`src/rtl/object_field_if.sv`:
```
// Hook-controller bus of object_field: hook tip and motion flags in,
// caught-object report out.
interface object_field_if #(
  parameter int COORD_W = 11,
  parameter int IDX_W   = 3
);
  logic [COORD_W-1:0] hookX;
  logic [COORD_W-1:0] hookY;
  logic               hookExtending;
  logic               hookReturned;
  logic               grabbed;
  logic [IDX_W-1:0]   grabbedIdx;
  logic [2:0]         grabbedWeight;

  modport master (
    output hookX, hookY, hookExtending, hookReturned,
    input  grabbed, grabbedIdx, grabbedWeight
  );

  modport slave (
    input  hookX, hookY, hookExtending, hookReturned,
    output grabbed, grabbedIdx, grabbedWeight
  );
endinterface

```
`src/rtl/object_field.sv`:
```
// Bank of N_OBJ grabbable objects: grab arbitration, delivery payout, live count
// and registered sprite lookup. Define OBJECT_FIELD_RESPAWN_EN to enable respawn.
module object_field #(
  parameter int N_OBJ          = 8,
  parameter int OBJ_W          = 32,
  parameter int OBJ_H          = 32,
  parameter int COORD_W        = 11,
  parameter int VALUE_W        = 11,
  parameter int RESPAWN_FRAMES = 120,
  localparam int IDX_W = (N_OBJ > 1) ? $clog2(N_OBJ) : 1,
  localparam int OX_W  = $clog2(OBJ_W),
  localparam int OY_W  = $clog2(OBJ_H)
) (
  input  logic                     clk,
  input  logic                     reset,
  input  logic                     manualReset,
  input  logic                     startOfFrame,
  input  logic [N_OBJ*COORD_W-1:0] idleX,
  input  logic [N_OBJ*COORD_W-1:0] idleY,
  input  logic [N_OBJ*4-1:0]       objectType,
  object_field_if.slave            hook,
  input  logic [COORD_W-1:0]       pixelX,
  input  logic [COORD_W-1:0]       pixelY,
  output logic                     payoutValid,
  output logic [VALUE_W-1:0]       payoutValue,
  output logic [4:0]               remaining,
  output logic                     allCleared,
  output logic                     dr,
  output logic [3:0]               spriteType,
  output logic [OX_W-1:0]          spriteOffsetX,
  output logic [OY_W-1:0]          spriteOffsetY
);

  typedef enum logic [1:0] {
    OBJ_IDLE      = 2'd0,
    OBJ_GRABBED   = 2'd1,
    OBJ_DESTROYED = 2'd2
  } obj_state_e;

  localparam logic [COORD_W:0]   SIZE_X = (COORD_W+1)'(OBJ_W);
  localparam logic [COORD_W:0]   SIZE_Y = (COORD_W+1)'(OBJ_H);
  localparam logic [COORD_W-1:0] HALF_X = COORD_W'(OBJ_W / 2);
  localparam logic [COORD_W-1:0] HALF_Y = COORD_W'(OBJ_H / 2);

  function automatic logic is_solid(input logic [3:0] t);
    return (t >= 4'd1) && (t <= 4'd4);
  endfunction

  function automatic logic is_valuable(input logic [3:0] t);
    return (t >= 4'd1) && (t <= 4'd3);
  endfunction

  function automatic logic [2:0] weight_of(input logic [3:0] t);
    case (t)
      4'd1:    weight_of = 3'd1;
      4'd2:    weight_of = 3'd2;
      4'd3:    weight_of = 3'd3;
      4'd4:    weight_of = 3'd4;
      default: weight_of = 3'd0;
    endcase
  endfunction

  function automatic logic [VALUE_W-1:0] value_of(input logic [3:0] t);
    case (t)
      4'd1:    value_of = VALUE_W'(10);
      4'd2:    value_of = VALUE_W'(100);
      4'd3:    value_of = VALUE_W'(1000);
      4'd4:    value_of = VALUE_W'(1);
      default: value_of = '0;
    endcase
  endfunction

  // One extra bit so a box near the right/bottom edge never wraps to 0.
  function automatic logic in_box(input logic [COORD_W-1:0] tl,
                                  input logic [COORD_W-1:0] p,
                                  input logic [COORD_W:0]   size);
    logic [COORD_W:0] lo;
    lo = {1'b0, tl};
    return ({1'b0, p} >= lo) && ({1'b0, p} < lo + size);
  endfunction

  obj_state_e           state_q [N_OBJ];
  obj_state_e           state_d [N_OBJ];
  logic                 grabbed_q, grabbed_d;
  logic [IDX_W-1:0]     grabbed_idx_q, grabbed_idx_d;
  logic [3:0]           grabbed_type_q, grabbed_type_d;
  logic [2:0]           grabbed_weight_q, grabbed_weight_d;
  logic                 payout_valid_q, payout_valid_d;
  logic [VALUE_W-1:0]   payout_value_q, payout_value_d;
  logic [4:0]           remaining_q, remaining_d;
  logic                 all_cleared_q, all_cleared_d;
  logic                 dr_q, dr_d;
  logic [3:0]           sprite_type_q, sprite_type_d;
  logic [OX_W-1:0]      sprite_off_x_q, sprite_off_x_d;
  logic [OY_W-1:0]      sprite_off_y_q, sprite_off_y_d;

  logic                 grab_hit_s;
  logic [IDX_W-1:0]     grab_idx_s;
  logic [3:0]           grab_type_s;
  logic                 deliver_s;
  logic                 take_s;
  logic [COORD_W-1:0]   grab_x_s, grab_y_s;
  logic                 hit_s;
  logic [3:0]           hit_type_s;
  logic [COORD_W-1:0]   hit_x_s, hit_y_s;
  logic [4:0]           live_cnt_s;

`ifdef OBJECT_FIELD_RESPAWN_EN
  logic [7:0]           frame_cnt_q [N_OBJ];
  logic [7:0]           frame_cnt_d [N_OBJ];
`else
  logic                 unused_s;
  assign unused_s = startOfFrame | (RESPAWN_FRAMES == 0);
`endif

  // Held object is centred on the hook tip, clamped at the screen origin.
  assign grab_x_s  = (hook.hookX < HALF_X) ? '0 : hook.hookX - HALF_X;
  assign grab_y_s  = (hook.hookY < HALF_Y) ? '0 : hook.hookY - HALF_Y;
  assign deliver_s = grabbed_q & hook.hookReturned;
  assign take_s    = ~grabbed_q & hook.hookExtending & grab_hit_s;

  // Lowest-index idle solid object under the hook tip.
  always_comb begin
    grab_hit_s  = 1'b0;
    grab_idx_s  = '0;
    grab_type_s = 4'd0;
    for (int i = 0; i < N_OBJ; i++) begin
      if (!grab_hit_s && (state_q[i] == OBJ_IDLE) && is_solid(objectType[i*4 +: 4]) &&
          in_box(idleX[i*COORD_W +: COORD_W], hook.hookX, SIZE_X) &&
          in_box(idleY[i*COORD_W +: COORD_W], hook.hookY, SIZE_Y)) begin
        grab_hit_s  = 1'b1;
        grab_idx_s  = IDX_W'(i);
        grab_type_s = objectType[i*4 +: 4];
      end else begin
        grab_hit_s  = grab_hit_s;
      end
    end
  end

  // Object state, held-object latch and payout.
  always_comb begin
    state_d          = state_q;
    grabbed_d        = grabbed_q;
    grabbed_idx_d    = grabbed_idx_q;
    grabbed_type_d   = grabbed_type_q;
    grabbed_weight_d = grabbed_weight_q;
    payout_valid_d   = 1'b0;
    payout_value_d   = '0;
    if (manualReset) begin
      for (int i = 0; i < N_OBJ; i++) begin
        state_d[i] = OBJ_IDLE;
      end
      grabbed_d        = 1'b0;
      grabbed_idx_d    = '0;
      grabbed_type_d   = 4'd0;
      grabbed_weight_d = 3'd0;
    end else if (deliver_s) begin
      for (int i = 0; i < N_OBJ; i++) begin
        if (grabbed_idx_q == IDX_W'(i)) begin
          state_d[i] = OBJ_DESTROYED;
        end else begin
          state_d[i] = state_q[i];
        end
      end
      grabbed_d        = 1'b0;
      grabbed_idx_d    = '0;
      grabbed_type_d   = 4'd0;
      grabbed_weight_d = 3'd0;
      payout_valid_d   = 1'b1;
      payout_value_d   = value_of(grabbed_type_q);
    end else if (take_s) begin
      for (int i = 0; i < N_OBJ; i++) begin
        if (grab_idx_s == IDX_W'(i)) begin
          state_d[i] = OBJ_GRABBED;
        end else begin
          state_d[i] = state_q[i];
        end
      end
      grabbed_d        = 1'b1;
      grabbed_idx_d    = grab_idx_s;
      grabbed_type_d   = grab_type_s;
      grabbed_weight_d = weight_of(grab_type_s);
    end else begin
      grabbed_d        = grabbed_q;
    end
`ifdef OBJECT_FIELD_RESPAWN_EN
    for (int i = 0; i < N_OBJ; i++) begin
      if (manualReset) begin
        frame_cnt_d[i] = 8'd0;
      end else if ((state_q[i] == OBJ_DESTROYED) && startOfFrame) begin
        if (frame_cnt_q[i] + 8'd1 == 8'(RESPAWN_FRAMES)) begin
          state_d[i]     = OBJ_IDLE;
          frame_cnt_d[i] = 8'd0;
        end else begin
          frame_cnt_d[i] = frame_cnt_q[i] + 8'd1;
        end
      end else begin
        frame_cnt_d[i] = frame_cnt_q[i];
      end
    end
`endif
  end

  // Pixel hit: held object first, then the lowest-index idle solid object.
  always_comb begin
    hit_s      = 1'b0;
    hit_type_s = 4'd0;
    hit_x_s    = '0;
    hit_y_s    = '0;
    if (grabbed_q && in_box(grab_x_s, pixelX, SIZE_X) && in_box(grab_y_s, pixelY, SIZE_Y)) begin
      hit_s      = 1'b1;
      hit_type_s = grabbed_type_q;
      hit_x_s    = grab_x_s;
      hit_y_s    = grab_y_s;
    end else begin
      for (int i = 0; i < N_OBJ; i++) begin
        if (!hit_s && (state_q[i] == OBJ_IDLE) && is_solid(objectType[i*4 +: 4]) &&
            in_box(idleX[i*COORD_W +: COORD_W], pixelX, SIZE_X) &&
            in_box(idleY[i*COORD_W +: COORD_W], pixelY, SIZE_Y)) begin
          hit_s      = 1'b1;
          hit_type_s = objectType[i*4 +: 4];
          hit_x_s    = idleX[i*COORD_W +: COORD_W];
          hit_y_s    = idleY[i*COORD_W +: COORD_W];
        end else begin
          hit_s      = hit_s;
        end
      end
    end
    if (manualReset || !hit_s) begin
      dr_d           = 1'b0;
      sprite_type_d  = 4'd0;
      sprite_off_x_d = '0;
      sprite_off_y_d = '0;
    end else begin
      dr_d           = 1'b1;
      sprite_type_d  = hit_type_s;
      sprite_off_x_d = OX_W'(pixelX - hit_x_s);
      sprite_off_y_d = OY_W'(pixelY - hit_y_s);
    end
  end

  // Live valuables; deliberately taken from the registered state.
  always_comb begin
    live_cnt_s = 5'd0;
    for (int i = 0; i < N_OBJ; i++) begin
      if ((state_q[i] != OBJ_DESTROYED) && is_valuable(objectType[i*4 +: 4])) begin
        live_cnt_s = live_cnt_s + 5'd1;
      end else begin
        live_cnt_s = live_cnt_s;
      end
    end
    if (manualReset) begin
      remaining_d   = 5'd0;
      all_cleared_d = 1'b1;
    end else begin
      remaining_d   = live_cnt_s;
      all_cleared_d = (live_cnt_s == 5'd0);
    end
  end

  // State and output registers.
  always_ff @(posedge clk or posedge reset) begin
    if (reset) begin
      for (int i = 0; i < N_OBJ; i++) begin
        state_q[i] <= OBJ_IDLE;
      end
      grabbed_q        <= 1'b0;
      grabbed_idx_q    <= '0;
      grabbed_type_q   <= 4'd0;
      grabbed_weight_q <= 3'd0;
      payout_valid_q   <= 1'b0;
      payout_value_q   <= '0;
      remaining_q      <= 5'd0;
      all_cleared_q    <= 1'b1;
      dr_q             <= 1'b0;
      sprite_type_q    <= 4'd0;
      sprite_off_x_q   <= '0;
      sprite_off_y_q   <= '0;
    end else begin
      state_q          <= state_d;
      grabbed_q        <= grabbed_d;
      grabbed_idx_q    <= grabbed_idx_d;
      grabbed_type_q   <= grabbed_type_d;
      grabbed_weight_q <= grabbed_weight_d;
      payout_valid_q   <= payout_valid_d;
      payout_value_q   <= payout_value_d;
      remaining_q      <= remaining_d;
      all_cleared_q    <= all_cleared_d;
      dr_q             <= dr_d;
      sprite_type_q    <= sprite_type_d;
      sprite_off_x_q   <= sprite_off_x_d;
      sprite_off_y_q   <= sprite_off_y_d;
    end
  end

`ifdef OBJECT_FIELD_RESPAWN_EN
  // Per-object frame counters while destroyed.
  always_ff @(posedge clk or posedge reset) begin
    if (reset) begin
      for (int i = 0; i < N_OBJ; i++) begin
        frame_cnt_q[i] <= 8'd0;
      end
    end else begin
      frame_cnt_q <= frame_cnt_d;
    end
  end
`endif

  assign hook.grabbed       = grabbed_q;
  assign hook.grabbedIdx    = grabbed_idx_q;
  assign hook.grabbedWeight = grabbed_weight_q;
  assign payoutValid        = payout_valid_q;
  assign payoutValue        = payout_value_q;
  assign remaining          = remaining_q;
  assign allCleared         = all_cleared_q;
  assign dr                 = dr_q;
  assign spriteType         = sprite_type_q;
  assign spriteOffsetX      = sprite_off_x_q;
  assign spriteOffsetY      = sprite_off_y_q;

endmodule

```
`src/flat_wrapper.sv`:
```
// flat-port wrapper written by rule: the top's interface ports become plain ports
module object_field_flat 
#(
  parameter int N_OBJ          = 8,
  parameter int OBJ_W          = 32,
  parameter int OBJ_H          = 32,
  parameter int COORD_W        = 11,
  parameter int VALUE_W        = 11,
  parameter int RESPAWN_FRAMES = 120,
  localparam int IDX_W = (N_OBJ > 1) ? $clog2(N_OBJ) : 1,
  localparam int OX_W  = $clog2(OBJ_W),
  localparam int OY_W  = $clog2(OBJ_H)
)
  (clk, reset, manualReset, startOfFrame, idleX, idleY, objectType, pixelX, pixelY, payoutValid, payoutValue, remaining, allCleared, dr, spriteType, spriteOffsetX, spriteOffsetY, hook_hookX, hook_hookY, hook_hookExtending, hook_hookReturned, hook_grabbed, hook_grabbedIdx, hook_grabbedWeight);
  object_field_if #(.COORD_W(COORD_W), .IDX_W((3))) hook_i ();
  input  logic clk;
  input  logic reset;
  input  logic manualReset;
  input  logic startOfFrame;
  input  logic [N_OBJ*COORD_W-1:0] idleX;
  input  logic [N_OBJ*COORD_W-1:0] idleY;
  input  logic [N_OBJ*4-1:0] objectType;
  input  logic [COORD_W-1:0] pixelX;
  input  logic [COORD_W-1:0] pixelY;
  output logic payoutValid;
  output logic [VALUE_W-1:0] payoutValue;
  output logic [4:0] remaining;
  output logic allCleared;
  output logic dr;
  output logic [3:0] spriteType;
  output logic [OX_W-1:0] spriteOffsetX;
  output logic [OY_W-1:0] spriteOffsetY;
  input wire logic [$bits(hook_i.hookX)-1:0] hook_hookX;
  input wire logic [$bits(hook_i.hookY)-1:0] hook_hookY;
  input wire logic [$bits(hook_i.hookExtending)-1:0] hook_hookExtending;
  input wire logic [$bits(hook_i.hookReturned)-1:0] hook_hookReturned;
  output wire logic [$bits(hook_i.grabbed)-1:0] hook_grabbed;
  output wire logic [$bits(hook_i.grabbedIdx)-1:0] hook_grabbedIdx;
  output wire logic [$bits(hook_i.grabbedWeight)-1:0] hook_grabbedWeight;
  assign hook_i.hookX = hook_hookX;
  assign hook_i.hookY = hook_hookY;
  assign hook_i.hookExtending = hook_hookExtending;
  assign hook_i.hookReturned = hook_hookReturned;
  assign hook_grabbed = hook_i.grabbed;
  assign hook_grabbedIdx = hook_i.grabbedIdx;
  assign hook_grabbedWeight = hook_i.grabbedWeight;
  object_field #(.N_OBJ(N_OBJ), .OBJ_W(OBJ_W), .OBJ_H(OBJ_H), .COORD_W(COORD_W), .VALUE_W(VALUE_W), .RESPAWN_FRAMES(RESPAWN_FRAMES)) u_core (.clk(clk), .reset(reset), .manualReset(manualReset), .startOfFrame(startOfFrame), .idleX(idleX), .idleY(idleY), .objectType(objectType), .hook(hook_i), .pixelX(pixelX), .pixelY(pixelY), .payoutValid(payoutValid), .payoutValue(payoutValue), .remaining(remaining), .allCleared(allCleared), .dr(dr), .spriteType(spriteType), .spriteOffsetX(spriteOffsetX), .spriteOffsetY(spriteOffsetY));
endmodule
```
`config.mk`:
```
export PLATFORM = sky130hd
export DESIGN_NAME = object_field_flat
export DESIGN_NICKNAME = d
export VERILOG_FILES = /design/src/rtl/object_field_if.sv /design/src/rtl/object_field.sv /design/src/flat_wrapper.sv
export SDC_FILE = /design/constraint.sdc
export NUM_CORES = 1
export LEC_CHECK = 0
export CORE_ASPECT_RATIO = 0.9
export CORE_MARGIN = 5
export CORE_UTILIZATION = 55
export CTS_CLUSTER_DIAMETER = 100
export DETAILED_ROUTE_END_ITERATION = 16
export HOLD_SLACK_MARGIN = 0.02
export PLACE_DENSITY_LB_ADDON = 0.15
export SYNTH_ARGS = -nofsm -noshare
export SYNTH_HDL_FRONTEND = slang
export SYNTH_SLANG_ARGS = --single-unit
```
`constraint.sdc`:
```
create_clock -name clk -period 6.3 [get_ports clk]
set_input_delay 1.26 -clock clk [delete_from_list [all_inputs] [get_ports clk]]
set_output_delay 1.26 -clock clk [all_outputs]
set_load 0.05 [all_outputs]
```
Word-level counts from Yosys, hierarchy flattened
Cells that the tools add are included.
{ "op_classes": {"n_addsub": 29, "n_mul": 0, "div": 0, "n_lt_le_gt_ge": 94, "n_eq_ne": 38, "shift": 0, "mux": 119, "bitwise": 4, "n_reduce_logical": 165} }
{ "ops": {"columns": ["cell", "n"], "rows": [
  ["$lt 11x12->1", 34],
  ["$ge 11x11->1", 34],
  ["$add 11x6->12 const B", 18],
  ["$mux 5", 28],
  ["$logic_and 1x1->1", 121],
  ["$mux 4", 21],
  ["$mux 16", 3],
  ["$mux 11", 4],
  ["$pmux 10 s4", 1],
  ["$mux 3", 12],
  ["$mux 1", 33],
  ["$ge 4x1->1 const B", 8],
  ["$le 4x2->1 const B", 8],
  ["$le 4x3->1 const B", 8],
  ["$mux 2", 16],
  ["$add 5x1->5 const B", 6],
  ["$reduce_bool 3->1", 9],
  ["$eq 3x3->1 const B", 8],
  ["$ne 3x3->1 const B", 8],
  ["$reduce_and 3->1", 8],
  ["$lt 11x5->1 const B", 2],
  ["$sub 11x5->11 const B", 2],
  ["$eq 4x2->1 const B", 4],
  ["$logic_not 2->1", 8],
  ["other kinds (14)", 45]
]} }
{ "word_totals": {"ff_bits": 60, "latch_bits": 0, "ram_bits": 0, "romBits": 0, "inputBits": 258, "output_inout_bits": 40, "wordCells": 469, "mem_count": 0} }

Longest topological paths before layout
{ "logic_depth": {"ltp_word": 60, "ltp_mapped": 27, "mapped_depth_nobuf": 26} }

Least setup slack after synthesis
Ideal clock, no wire load.
{ "synth_path": {"kind": "input port to flip-flop", "from": "in hook_hookY[7]", "to": "reg u_core.sprite_off_y_q[4] (netlist: u_core.spriteOffsetY[4])", "arrival_ns": 5.817, "slack_ns": 0.363, "cell_stages": 23, "n_path_buf": 2, "cell_sequence": "or4_1 -> or3_1 -> o21ai_0 -> inv_1 -> ha_1 -> nand4_1 -> nor3_1 -> o21a_1 -> a2111oi_0 -> o31a_1 -> or4b_1 -> clkbuf_1 -> clkbuf_1 -> nor2_1 -> a31oi_1 -> ha_1 -> inv_1 -> fa_1 -> a21o_1 -> a21oi_1 -> xnor2_1 -> o21ai_0 -> and3b_1"} }
{ "synth_via": {"elab_chain_cells": 10, "word_cells_on_any_way": 14} }
{ "synth_rtl": {"columns": ["element", "line", "source"], "rows": [
  ["start, declared", "flat_wrapper.sv:34", "input wire logic [$bits(hook_i.hookY)-1:0] hook_hookY;"],
  ["$sub 11x5->11 / $lt 11x5->1 (equally long branches)", "object_field.sv:118", "assign grab_y_s = (hook.hookY < HALF_Y) ? '0 : hook.hookY - HALF_Y;"],
  ["$mux 11 *", "object_field.sv:118", null],
  ["parallel branches: the longest is 7 deep, another holds $add 11x6->12", null, null],
  ["$mux 5 *", "object_field.sv:229", "if (manualReset || !hit_s) begin"],
  ["named net u_core.sprite_off_y_d[4]", "object_field.sv:95", "logic [OY_W-1:0] sprite_off_y_q, sprite_off_y_d;"],
  ["end signal, assigned", "object_field.sv:292", "sprite_off_y_q <= sprite_off_y_d;"],
  ["end, declared", "object_field.sv:95", null]
]} }
Mark *: on every way through the listed nets, which the timed path passes.
A chain may end at the register's enable or synchronous reset.

Final worst setup path
{ "layout_path": {"from": "in idleX[27]", "to": "reg u_core.sprite_off_y_q[4] (netlist: u_core.spriteOffsetY[4])"} }
{ "layout_via": {"elab_chain_cells": 45, "word_cells_on_any_way": 54} }
{ "layout_rtl": {"columns": ["element", "line", "source"], "rows": [
  ["start, declared", "flat_wrapper.sv:20", "input logic [N_OBJ*COORD_W-1:0] idleX;"],
  ["$add 11x6->12", "object_field.sv:79", "return ({1'b0, p} >= lo) && ({1'b0, p} < lo + size);"],
  ["$lt 11x12->1", "object_field.sv:79", null],
  ["$logic_and 1x1->1 *", "object_field.sv:79", null],
  ["$logic_and 1x1->1 *", "object_field.sv:217", "if (!hit_s && (state_q[i] == OBJ_IDLE) && is_solid(objectType[i*4 +: 4]) &&"],
  ["$logic_and 1x1->1 *", "object_field.sv:218", "in_box(idleX[i*COORD_W +: COORD_W], pixelX, SIZE_X) &&"],
  ["parallel branches: the longest is 39 deep, another holds $mux 1", null, null],
  ["$mux 5 *", "object_field.sv:229", null],
  ["named net u_core.sprite_off_y_d[4]", "object_field.sv:95", null]
]} }
Mark *: on every way through the listed nets, which the timed path passes. The select of a mux whose other input is x is not followed.

==> results.md <==
- TritonCTS built the clock tree.
- The die boundary height is 190 um.
- The number of max-capacitance violations reported is 0.
- For this run, design rule violations remaining after detail routing come to 0.
- The master cell of the clock root buffer is clkbuf_16.
- In this run the worst path has a maximum fanout of 7.
- The TritonCTS buffer count is 5.
- The kind of cell with the highest combined delay along the critical path is compound AO/OA/AOI/OAI gates.
- At the end of routability-driven placement, the weighted congestion stood at 1.06.
- The switching fraction of total power is 47.5%.
- Wires add up to 80.8 mm.
- Setup violations remaining at the end of the flow were counted as 0.
- The first global-routing pass estimated 122 mm of wire.
- Dividing the detail-routed via count by the number of cells gives 6.54.
- The first TritonRoute pass finished after 5 iterations.
- In this run, synthesis inferred 0 flip-flops with an integrated enable.
- For this run, the slowest stage of the critical path takes 480 ps.
- The flow ran to the end, and the final reports show no timing, DRC or antenna violations.
- The number of buffers inserted for hold repair after clock tree synthesis is 0.
- The critical path goes through clkdlybuf4s50_1 -> ha_1 -> nand3_1 -> xnor2_1 -> ha_1 -> a2111oi_1 -> o21ai_0 -> o21ai_0 -> nand3_1 -> buf_4 -> nor4_4 -> buf_4 -> a22oi_1 -> nor2_1 -> a221oi_1 -> a31oi_1 -> ha_1 -> inv_1 -> fa_1 -> a21o_1 -> a21oi_1 -> xnor2_1 -> o21ai_0 -> and3b_1.
- The number of antenna violations at the first check in global routing was 3.
- The number of max-slew violations in the final report is 0.
- Buffers placed on the I/O ports in this run total 294.
- The launching point of the worst reg2reg path is u_core.state_q[13]$_DFFE_PP0P_.
- The final number of hold-violating endpoints is 0.
- In this run, synthesis produced a sequential element count of 55.
- Across all register-to-register paths, the minimum setup slack is 1550 ps.
- On the critical path, the stage with the largest delay is an instance of clkdlybuf4s50_1.
- The power per cell area is 102 nW/um2.
- The total of warnings raised by yosys is 0.
- The internal power is 1350 uW.
- The number of vias after detailed routing is 22.4k.
- The arrival time of data at the critical path endpoint is 6270 ps.
- The launching instance or port of the critical path is idleX[27].
- In this run the number of cells on the critical path is 24.
- The post-synthesis cell count is 2469.
- The overall die width is 210 um.
- The total negative slack for setup checks is 0 ps.
- The pin count of the biggest net entering global routing is 56.
- The path class of the tightest hold or removal check is register to register.
- The proportion of power drawn by flip-flops and latches is 14.5%.
- The logic gate share of total power is 74.1%.
- The level count of the clock H-tree is 2.
- Counting the fill cells in the layout gives 2944.
- The die covers 39800 um2.
- The worst setup path is launched from an input pin.
- The number of DRC markers in iteration 0 is 2299.
- The longest clock path from root to sink contains 2 buffers.
- The destination of the worst register-to-register timing path is u_core.allCleared$_DFF_PP1_.
- The worst-case reg-to-reg path depth is 19.
- The final net count is 3826.
- The signed area change from the synthesized netlist to the final layout is 27.4%.
- The wire-length estimate of the detail-placed layout is 68.4 mm.
- The required time of the worst setup path is 6500 ps.
- Summed over all nets, the switching power comes to 1220 uW.
- The maximum ir drop on the vdd rail is 0.0981 mV.
- The clock arrives with 6.58 ps of skew.
- The minimum hold slack is 503 ps.
- 298 I/O pins were placed.
- The global-route congestion overflow total is 0.
- The residual antenna-violating net count after detailed routing is 0.
- The proportion of register bits with asynchronous set or reset after synthesis is 100%.
- After synthesis the cells add up to 19800 um2.
- After synthesis, the mean cell area works out to 8.00 um2.
- The count of unique library cells instantiated by Yosys is 99.
- The area of the placeable core is 35300 um2.
- The number of global-route vias before repair was 22.2k.
- The part of the total power dissipated in the clock network is 11.4%.
- The portion of synthesized cell area occupied by the leading cell type is 38.5%.
- For this design the static power due to leakage is 0.0124 uW.
- The critical path in this run is classified as input pin to register.
- Clock-pin slew was measured on the worst setup and hold paths at 80 ps.
- The category of the worst setup path capture point is a register.
- The total routing resource utilization after global routing is 38.3%.
- The largest area contributor in the synthesized netlist is ha_1.
- The CTS sink count is 55.
- The area used by multi-input combinational logic is 17400 um2.
- The clock network latency to the later pin of the worst-skew pair is 310 ps.
- The destination of the critical timing path is u_core.spriteOffsetY[4]$_DFF_PP0_.
- Ranked by total cell area, the synthesized netlist is headed by ha_1 (38%), dfrtp_1 (6.8%), inv_1 (5.0%).
- After detailed routing, the average wire length per cell comes to 23.5 um.
- The number of placement rows is 65.
- Based on the critical path, the design can be clocked at up to 0.165 GHz.
- The prevailing post-synth register cell is dfrtp_1.
- Once the floorplan was initialized, standard cells occupied 56.0% of the core.
- The sequential area share after synthesis is 6.97%.
- The footprint of the flip-flops and latches is 1380 um2.
- Of the available clock period, the critical path in the final layout requires 96.4%.
- The transition time at the pin with the least slew margin is 1070 ps.
- The ratio of cells with drive above 1 in the final layout is 9.43%.
- The final critical path time including I/O delays and setup is 6070 ps.
- The worst slew margin relative to its limit is 27.9%.
- The worst path buffer plus inverter count is 4.
routing by layer:
metal / wire length, um / track usage [%]
met1: 32600 / 49.7
met2: 35000 / 61.3
met3: 8210 / 6.74
met4: 4950 / 19.7
met5: 7 / 0
cell usage after synthesis, types with 22 or more instances:
| cell | n |
|---|---|
| a211oi_1 | 55 |
| a21o_1 | 63 |
| a21oi_1 | 157 |
| a31oi_1 | 33 |
| and3_1 | 31 |
| dfrtp_1 | 54 |
| ha_1 | 607 |
| inv_1 | 262 |
| nand2_1 | 141 |
| nand2b_1 | 24 |
| nand3_1 | 110 |
| nand4_1 | 51 |
| nor2_1 | 117 |
| nor2b_1 | 51 |
| nor3_1 | 55 |
| nor4_1 | 22 |
| o211ai_1 | 25 |
| o21a_1 | 38 |
| o21ai_0 | 118 |
| xnor2_1 | 82 |
registers in the layout (all words and copies together), names as in the netlist:
register / flops
u_core.payoutValid: 1
u_core.hook.grabbedIdx: 3
u_core.hook.grabbedWeight: 3
u_core.grabbed_type_q: 4
u_core.remaining: 5
u_core.state_q: 16
u_core.dr: 1
u_core.spriteOffsetX: 5
u_core.spriteType: 4
u_core.payoutValue: 6
u_core.hook.grabbed: 1
u_core.spriteOffsetY: 5
u_core.allCleared: 1
worst register-to-register path: cells and delay by family, from the launching register on:
kind | cells | cell delay (ps)
AO/OA/AOI/OAI | 2 | 320
flip-flops | 1 | 400
buffers and inverters | 2 | 150
adder cells (fa/ha/maj) | 6 | 1710
AND/OR/NAND/NOR | 3 | 750
XOR/XNOR | 2 | 320
multiplexers | 4 | 1030
through the flow:
| step | area, um2 | cells | setup WS, ps | power [uW] | util, % |
|---|---|---|---|---|---|
| after detailed placement | 24900 | 3419 | -433 | 2220 | 70.6 |
| after global routing | 25200 | 3431 | -8.83 | 2770 | 71.3 |
| after CTS | 25100 | 3427 | 20.7 | 2530 | 71.0 |
| after global placement | 24900 | 3419 | -294 | 2150 | 70.6 |
| after floorplan | 19800 | 2470 | 363 | 1420 | - |
| final | 25200 | 3431 | 226 | 2580 | 71.3 |
worst min path at each step:
stage                                                           to                                     start  cells past startpoint  slack [ps]
final                     u_core.hook.grabbedWeight[0]$_DFFE_PP0P_  u_core.hook.grabbedWeight[0]$_DFFE_PP0P_                      2         500
after detailed placement  u_core.hook.grabbedWeight[0]$_DFFE_PP0P_  u_core.hook.grabbedWeight[0]$_DFFE_PP0P_                      2         480
after global placement    u_core.hook.grabbedWeight[0]$_DFFE_PP0P_  u_core.hook.grabbedWeight[0]$_DFFE_PP0P_                      2         470
after floorplan                    u_core.payoutValue[3]$_DFF_PP0_      u_core.grabbed_type_q[3]$_DFFE_PP0P_                      1         450
after global routing      u_core.hook.grabbedWeight[0]$_DFFE_PP0P_  u_core.hook.grabbedWeight[0]$_DFFE_PP0P_                      2         520
after CTS                 u_core.hook.grabbedWeight[0]$_DFFE_PP0P_  u_core.hook.grabbedWeight[0]$_DFFE_PP0P_                      2         500
power by group through the flow:
stage | Sequential (uW) | Clock, uW | Combinational [uW]
global placement | 380 | 0 | 1770
detailed placement | 381 | 0 | 1840
CTS | 374 | 296 | 1860
global route | 376 | 315 | 2080
floorplan | 417 | 0 | 1000
finish | 374 | 295 | 1910
cell usage in the layout (no fill, tap or decap), drive strengths merged, types with 16 or more instances in the layout:
| cell | count |
|---|---|
| o211ai | 25 |
| ha | 607 |
| nor2 | 119 |
| nand2b | 24 |
| o22ai | 18 |
| nor4 | 23 |
| a2111oi | 19 |
| and3 | 31 |
| o21a | 38 |
| a221oi | 20 |
| inv | 266 |
| nor2b | 51 |
| a211oi | 56 |
| a31oi | 34 |
| buf | 211 |
| a21oi | 158 |
| nor3 | 57 |
| xnor2 | 85 |
| o21ai | 124 |
| nand3 | 110 |
| nand4 | 51 |
| o2111ai | 16 |
| clkdlybuf4s50 | 289 |
| a21o | 63 |
| and2 | 16 |
| dfrtp | 54 |
| a211o | 18 |
| nand2 | 141 |
layout make-up:
cell class / instances / share of cell area (%)
clock buffer: 5 / 0.497
inverter: 264 / 3.94
multi-input combinational: 2128 / 69.0
sequential: 55 / 5.48
tap: 469 / 2.33
antenna: 2 / 0.0199
clock inverter: 3 / 0.0895
timing repair buffer: 505 / 18.7
logic make-up after synthesis:
| group | after synthesis | synth area share, % |
|---|---|---|
| mux | 13 | 0.798 |
| compound gates | 707 | 24.7 |
| other cells | 1 | 0.0190 |
| simple gates | 700 | 18.7 |
| xor+xnor | 97 | 4.53 |
| buf+inv | 287 | 5.60 |
| fa+ha+maj | 609 | 38.7 |
| flops | 55 | 6.98 |
timing repair:
action	4_1_cts	5_1_grt
resized for setup	3	23
pin swaps	0	3
endpoints found under the setup margin	2	2
buffers inserted	0	2
Power figures use the tool's default switching activity.
